[config.mk]
export PLATFORM = sky130hd
export DESIGN_NAME = nrzi_rx_decoder_flat
export DESIGN_NICKNAME = d
export VERILOG_FILES = /design/src/rtl/usb2_phy_pkg.sv /design/src/rtl/nrzi_rx_decoder_if.sv /design/src/rtl/nrzi_bit_unstuffer.sv /design/src/rtl/nrzi_rx_decoder.sv /design/src/flat_wrapper.sv
export SDC_FILE = /design/constraint.sdc
export NUM_CORES = 1
export LEC_CHECK = 0
export CAP_MARGIN = 20
export CORE_AREA = 2 2 39 41
export DETAILED_ROUTE_END_ITERATION = 16
export DIE_AREA = 0 0 41 43
export PLACE_DENSITY_LB_ADDON = 0.2
export SYNTH_ARGS = -nofsm -noshare
export SYNTH_HDL_FRONTEND = slang
export SYNTH_SLANG_ARGS = --single-unit
[constraint.sdc]
create_clock -name clk -period 3.3 [get_ports clk]
set_clock_uncertainty 0.15 [all_clocks]
set_input_delay 0.66 -clock clk [delete_from_list [all_inputs] [get_ports clk]]
set_output_delay 0.66 -clock clk [all_outputs]
set_load 0.01 [all_outputs]
[src/rtl/usb2_phy_pkg.sv]
// Shared USB2 PHY constants: idle line level, bit-stuff run length
// and a width helper for the decoded-ones counter.
package usb2_phy_pkg;

    // Idle J line level; the TX encoder also resets to this level.
    localparam logic LINE_J = 1'b1;

    // Consecutive decoded 1s after which a stuffed 0 follows.
    localparam int USB_STUFF_LEN = 6;

    // Bits needed to count 0..stuff_len inclusive.
    function automatic int ones_cnt_w(input int stuff_len);
        return $clog2(stuff_len + 1);
    endfunction

endpackage

[src/rtl/nrzi_rx_decoder_if.sv]
// Bit-stream bundle: recovered line bit in, decoded bit out.
// Ports: din/din_valid (to decoder), dout/dout_valid/stuff_err (from it).
interface nrzi_rx_decoder_if;

    logic din;
    logic din_valid;
    logic dout;
    logic dout_valid;
    logic stuff_err;

    // Producer of line bits, consumer of decoded bits.
    modport master (
        output din,
        output din_valid,
        input  dout,
        input  dout_valid,
        input  stuff_err
    );

    // The decoder itself.
    modport slave (
        input  din,
        input  din_valid,
        output dout,
        output dout_valid,
        output stuff_err
    );

endinterface

[src/rtl/nrzi_bit_unstuffer.sv]
// Removes stuffed 0s after STUFF_LEN decoded 1s and flags violations.
// Ports: clk, rst, clear, bit_valid/bit_in -> dout, dout_valid, stuff_err.
module nrzi_bit_unstuffer
    import usb2_phy_pkg::*;
#(
    parameter int STUFF_LEN = USB_STUFF_LEN
) (
    input  logic clk,
    input  logic rst,
    input  logic clear,
    input  logic bit_valid,
    input  logic bit_in,
    output logic dout,
    output logic dout_valid,
    output logic stuff_err
);

    localparam int CNT_W = ones_cnt_w(STUFF_LEN);
    localparam logic [CNT_W-1:0] CNT_MAX = CNT_W'(STUFF_LEN);

    logic [CNT_W-1:0] ones_cnt_q, ones_cnt_d;
    logic             dout_q, dout_d;
    logic             dout_valid_q, dout_valid_d;
    logic             stuff_err_q, stuff_err_d;

    always_comb begin
        ones_cnt_d   = ones_cnt_q;
        dout_d       = dout_q;
        dout_valid_d = 1'b0;
        stuff_err_d  = 1'b0;
        if (clear) begin
            ones_cnt_d = '0;
            dout_d     = 1'b0;
        end else if (bit_valid) begin
            if (ones_cnt_q == CNT_MAX) begin
                // Expected stuffed 0: drop it. A 1 here is a violation;
                // the counter stays saturated so later 1s also flag.
                if (bit_in) begin
                    stuff_err_d = 1'b1;
                end else begin
                    ones_cnt_d = '0;
                end
            end else begin
                dout_d       = bit_in;
                dout_valid_d = 1'b1;
                ones_cnt_d   = bit_in ? ones_cnt_q + 1'b1 : '0;
            end
        end
    end

    always_ff @(posedge clk) begin
        if (rst) begin
            ones_cnt_q   <= '0;
            dout_q       <= 1'b0;
            dout_valid_q <= 1'b0;
            stuff_err_q  <= 1'b0;
        end else begin
            ones_cnt_q   <= ones_cnt_d;
            dout_q       <= dout_d;
            dout_valid_q <= dout_valid_d;
            stuff_err_q  <= stuff_err_d;
        end
    end

    assign dout       = dout_q;
    assign dout_valid = dout_valid_q;
    assign stuff_err  = stuff_err_q;

endmodule

[src/rtl/nrzi_rx_decoder.sv]
// NRZI receive decoder: no transition -> 1, transition -> 0, then unstuff.
// Ports: clk, rst, clear, rx (slave: din/din_valid in, dout/valid/err out).
module nrzi_rx_decoder
    import usb2_phy_pkg::*;
#(
    parameter int STUFF_LEN = USB_STUFF_LEN
) (
    input  logic               clk,
    input  logic               rst,
    input  logic               clear,
    nrzi_rx_decoder_if.slave   rx
);

    logic prev_level_q, prev_level_d;
    logic dec_bit;

    // Compare against the previous line level, which starts at idle J.
    assign dec_bit = ~(rx.din ^ prev_level_q);

    always_comb begin
        prev_level_d = prev_level_q;
        if (clear) begin
            prev_level_d = LINE_J;
        end else if (rx.din_valid) begin
            // Stuffed and error bits still move the line history.
            prev_level_d = rx.din;
        end
    end

    always_ff @(posedge clk) begin
        if (rst) begin
            prev_level_q <= LINE_J;
        end else begin
            prev_level_q <= prev_level_d;
        end
    end

    nrzi_bit_unstuffer #(
        .STUFF_LEN (STUFF_LEN)
    ) u_unstuff (
        .clk        (clk),
        .rst        (rst),
        .clear      (clear),
        .bit_valid  (rx.din_valid),
        .bit_in     (dec_bit),
        .dout       (rx.dout),
        .dout_valid (rx.dout_valid),
        .stuff_err  (rx.stuff_err)
    );

endmodule

[src/flat_wrapper.sv]
// flat-port wrapper written by rule: the top's interface ports become plain ports
module nrzi_rx_decoder_flat import usb2_phy_pkg::*;
#(
    parameter int STUFF_LEN = USB_STUFF_LEN
)
  (clk, rst, clear, rx_din, rx_din_valid, rx_dout, rx_dout_valid, rx_stuff_err);
  nrzi_rx_decoder_if rx_i ();
  input  logic clk;
  input  logic rst;
  input  logic clear;
  input wire logic [$bits(rx_i.din)-1:0] rx_din;
  input wire logic [$bits(rx_i.din_valid)-1:0] rx_din_valid;
  output wire logic [$bits(rx_i.dout)-1:0] rx_dout;
  output wire logic [$bits(rx_i.dout_valid)-1:0] rx_dout_valid;
  output wire logic [$bits(rx_i.stuff_err)-1:0] rx_stuff_err;
  assign rx_i.din = rx_din;
  assign rx_i.din_valid = rx_din_valid;
  assign rx_dout = rx_i.dout;
  assign rx_dout_valid = rx_i.dout_valid;
  assign rx_stuff_err = rx_i.stuff_err;
  nrzi_rx_decoder #(.STUFF_LEN(STUFF_LEN)) u_core (.clk(clk), .rst(rst), .clear(clear), .rx(rx_i));
endmodule
## Word-level counts from Yosys, hierarchy flattened

Index checks and enable logic that the tools add are counted.

- $add $sub $neg: 1
- Equal/unequal tests: 2
- Multiplexer cells: 5
- Bitwise logic cells: 4
- Reductions and logical operators: 5

Operators with widths:

| kind | count |
|---|---|
| $mux 3 | 3 |
| $reduce_and 2->1 | 2 |
| $reduce_or 4->1 | 1 |
| $add 3x1->3 const B | 1 |
| $eq 3x3->1 const B | 1 |
| $not 1->1 | 3 |
| $reduce_or 3->1 | 1 |
| $mux 1 | 2 |
| $ne 2x1->1 const B | 1 |
| $reduce_or 2->1 | 1 |
| $xor 1x1->1 | 1 |

- Flip-flop bits (word level): 7
- Input port bits: 5
- Output and inout bits: 3

## Depth between registers and ports, before layout

- Depth after elaboration: 3
- Depth in mapped cells: 5
- Depth with buffers taken out: 5

## Cells and area by module

From an unflattened synthesis, not the netlist that was laid out.

- Cell total of the unflattened synthesis: 36
- Area, all modules: 321.6 sq um

By module, submodules not included:

| module | instances | cells each | area an instance (sq um) | sequential area each (sq um) |
|---|---|---|---|---|
| nrzi_bit_unstuffer | 1 | 31 | 275.3 | 120.1 |
| nrzi_rx_decoder | 1 | 5 | 46.3 | 20.0 |

## Least setup slack after synthesis

OpenSTA, ideal clock, no wires.

- Kind: input to register
- From: input port clear
- To: register u_core.u_unstuff.ones_cnt_q[1]
- Arrival time: 1235 ps
- Slack: 1827 ps
- Cell stages on the path: 3
- Buffers on the path: 1
- Path through: or2_1 -> clkbuf_1 -> o32ai_2

- Cells in the longest elaborated chain, start to end: 1

RTL lines:

| what | line | source |
|---|---|---|
| start, declared | flat_wrapper.sv:10 | `input logic clear;` |
| $reduce_or 2->1 (no source line) | -- |  |
| end signal, assigned | nrzi_bit_unstuffer.sv:58 | `ones_cnt_q <= ones_cnt_d;` |
| end, declared | nrzi_bit_unstuffer.sv:21 | `logic [CNT_W-1:0] ones_cnt_q, ones_cnt_d;` |

No other way between the ends.
A chain may end at the register's enable or synchronous reset.

## Worst setup path in the final report

- From: register u_core.u_unstuff.dout_q, in the netlist u_core.u_unstuff.dout
- To: output port rx_dout

RTL lines:

| what | line | source |
|---|---|---|
| start, declared | nrzi_bit_unstuffer.sv:22 | `logic dout_q, dout_d;` |
| start signal, assigned | nrzi_bit_unstuffer.sv:59 | `dout_q <= dout_d;` |
| end, declared | flat_wrapper.sv:13 | `output wire logic [$bits(rx_i.dout)-1:0] rx_dout;` |

No word-level cell between the ends.

==> flow_summary_export.csv <==
group,metric,value,unit
status,status,"complete, no violations",
cells_and_area,area_growth,33.09,%
grt,grt_pass1_wl,1007,um
drt,drcViolationCount,0,
sta,setup_viol,0,
placement,hpwl,494.8,um
drt,wirelength,623,um
worst_setup_path,cp_slowest_stage_delay,0.53,ns
floorplan,io_pins,8,
yosys,synthTopCellsByArea,"dfxtp_1 (41%), xnor2_4 (8.1%), ha_1 (7.4%)",
yosys,synth.ff_latch_count,7,
worst_setup_path,arrival,1.09,ns
sta,worstMarginPinSlew,0.2447,ns
sta,slew_headroom,0.8368,
sta,setup_tns,0,ns
yosys,syn_area,340.3,um^2
worst_setup_path,critPathKind,"flip-flop to output port",
clocking,clockRootBuffer,"clkbuf_4",
worst_setup_path,end_kind,"output port",
sta,max_freq,0.5251,GHz
clocking,postCtsHoldBufs,0,
clocking,cts_sinks,7,
worst_setup_path,cp.required,2.49,ns
floorplan,start_util,0.2459,
yosys,yosys.area.top_type,"dfxtp_1",
drt,drtAntennaViolNets,0,
clocking,ctsHtreeMaxLevel,1,
drt,wire_per_inst,10.05,um
worst_setup_path,path_cells,"clkdlybuf4s50_1",
yosys,yosysWarnings,0,
job,maxCapViolCount,0,
yosys,synth.distinct_cells,19,
cells_and_area,nFillCells,150,
clocking,cts_max_path_buffers,2,
drt,vias,283,
placement,portBuffers,7,
yosys,synth_top_area_frac,0.4118,
drt,drtIter0Drc,3,
yosys,ys_seq_area_frac,0.4118,
clocking,clock_latency,0.25,ns
sta,rsz0062_at_grt,"no",
power,peakVddDrop,0.2018,mV
worst_setup_path,cp_top_family,"buffers and inverters",
power,p_per_area,413.0,nW/um^2
clocking,cts_tree,"done",
sta,period_share,0.5771,
worst_setup_path,critPathMaxFanout,2,
drt,first_pass_iters,2,
clocking,cts_resized,0,
grt,grt_use_total,0.08954,
yosys,syn_area_per_cell,9.454,um^2
placement,place_congestion,0.7506,
sta,period_minus_slack,1.904,ns
grt,antenna_found_initial,0,
floorplan,core_area,1384,um^2
grt,grt_pass1_vias,254,
sta,slew_viol_final,0,
floorplan,design.die.area,1763,um^2
sta,setup_slack,1.396,ns
grt,grt_overflow,0,
cells_and_area,fin_nets,54,
power,p_leak,0.1639,nW
clocking,cts_setup_buffers,0,
sta,hold_viol_final,0,
placement,place_worst_setup_slack,1.315,ns
worst_setup_path,start_kind,"flip-flop",
floorplan,rows,14,
worst_setup_path,critPathSlowestCell,"clkdlybuf4s50_1",
yosys,syn-num-nets,43,
grt,grt_max_degree,7,
clocking,clkSlewWorstSetupHoldPaths,0.05,ns
cells_and_area,diodes,0,
clocking,cts-buffers-inserted,3,
worst_setup_path,path_buf_inv,1,
floorplan,die_x,41,um
cells_and_area,drive_above_1_share,0.1304,
min_path,hold_path_class,"flip-flop to flip-flop",
drt,routed_via_density,4.565,
floorplan,die_y,43,um
yosys,syn-instance-count,36,
-- layout make-up --
type,instances,area [um^2],share of cell area
timing repair buffer,7,70.07,0.1547
clock buffer,4,26.28,0.05801
tap,16,20.02,0.04420
inverter,2,7.507,0.01657
multi-input combinational,26,188.9,0.4171
sequential,7,140.1,0.3094
-- worst paths after layout --
kind | start | to | slack (ns) | depth (start not counted)
setup / recovery | u_core.u_unstuff.dout$_SDFFE_PP0P_ | rx_dout | 1.40 | 1
hold / removal | u_core.u_unstuff.dout$_SDFFE_PP0P_ | u_core.u_unstuff.dout$_SDFFE_PP0P_ | 0.33 | 2
setup reg to reg | u_core.u_unstuff.ones_cnt_q[0]$_SDFFE_PP0P_ | u_core.u_unstuff.ones_cnt_q[1]$_SDFFE_PP0P_ | 1.86 | 5
hold reg to reg | u_core.u_unstuff.dout$_SDFFE_PP0P_ | u_core.u_unstuff.dout$_SDFFE_PP0P_ | 0.33 | 2
-- cells in the mapped netlist (all sizes together) --
master	number
a21oi	4
mux2i	1
ha	2
nor3	3
nand4	1
inv	2
o21ai	1
or2	1
dfxtp	7
and2	1
nand3b	1
nand2	5
nor2	1
clkbuf	1
nand3	2
o32ai	1
xnor2	1
a31oi	1
-- cell families after synthesis --
kind of cell	share of synthesized area
muxes	0.02941
and+or+nand+nor	0.2316
AOI/OAI and AO/OA	0.1397
DFF	0.4118
buffers and inverters	0.03309
xor gates and xnor gates	0.08089
adders and majority gates	0.07352
-- cells in the final DEF (no fill, tap or decap), drive strengths merged --
cell,Yosys,routed
nand3b,1,1
a31oi,1,1
xnor2,1,1
clkbuf,1,4
nor3,3,3
mux2i,1,1
or2,1,1
nand4,1,1
ha,2,2
o21ai,1,1
dfxtp,7,7
clkdlybuf4s50,0,7
a21oi,4,4
nand2,5,5
nand3,2,2
nor2,1,1
and2,1,1
inv,2,2
o32ai,1,1
-- through the flow --
stage               power (W)  hold WS (ns)  cell area [um^2]    util  std cells
global placement    0.0001108        0.3225             426.7  0.3083         58
global route        0.0001953        0.3723             452.9  0.3273         62
detailed placement  0.0001112        0.3192             426.7  0.3083         58
finish              0.0001871        0.3292             452.9  0.3273         62
CTS                 0.0001904        0.3292             452.9  0.3273         62
floorplan           0.0001012        0.3232             340.3       -         36
-- report_power, final --
group	internal, W	switching (W)	total [W]
sequential	0.0000864	0.00000140	0.0000878
clock	0.0000462	0.0000319	0.0000781
combinational	0.0000113	0.00000992	0.0000212
-- per-layer routing --
metal	GRT usage	part of all wire	vias to the layer above
li1	-	-	146
met1	0.09709	0.44	132
met2	0.1188	0.50	3
met3	0.04712	0.032	2
met4	0.08000	0.026	0
met5	0	0	-
-- sequential cells by signal, summed over array words and instances, names as in the netlist --
signal and flops:
u_core.u_unstuff.ones_cnt_q 3, u_core.prev_level_q 1, u_core.u_unstuff.dout 1, u_core.u_unstuff.dout_valid 1
u_core.u_unstuff.stuff_err 1
Note: power is estimated with default switching activity, not from simulation.
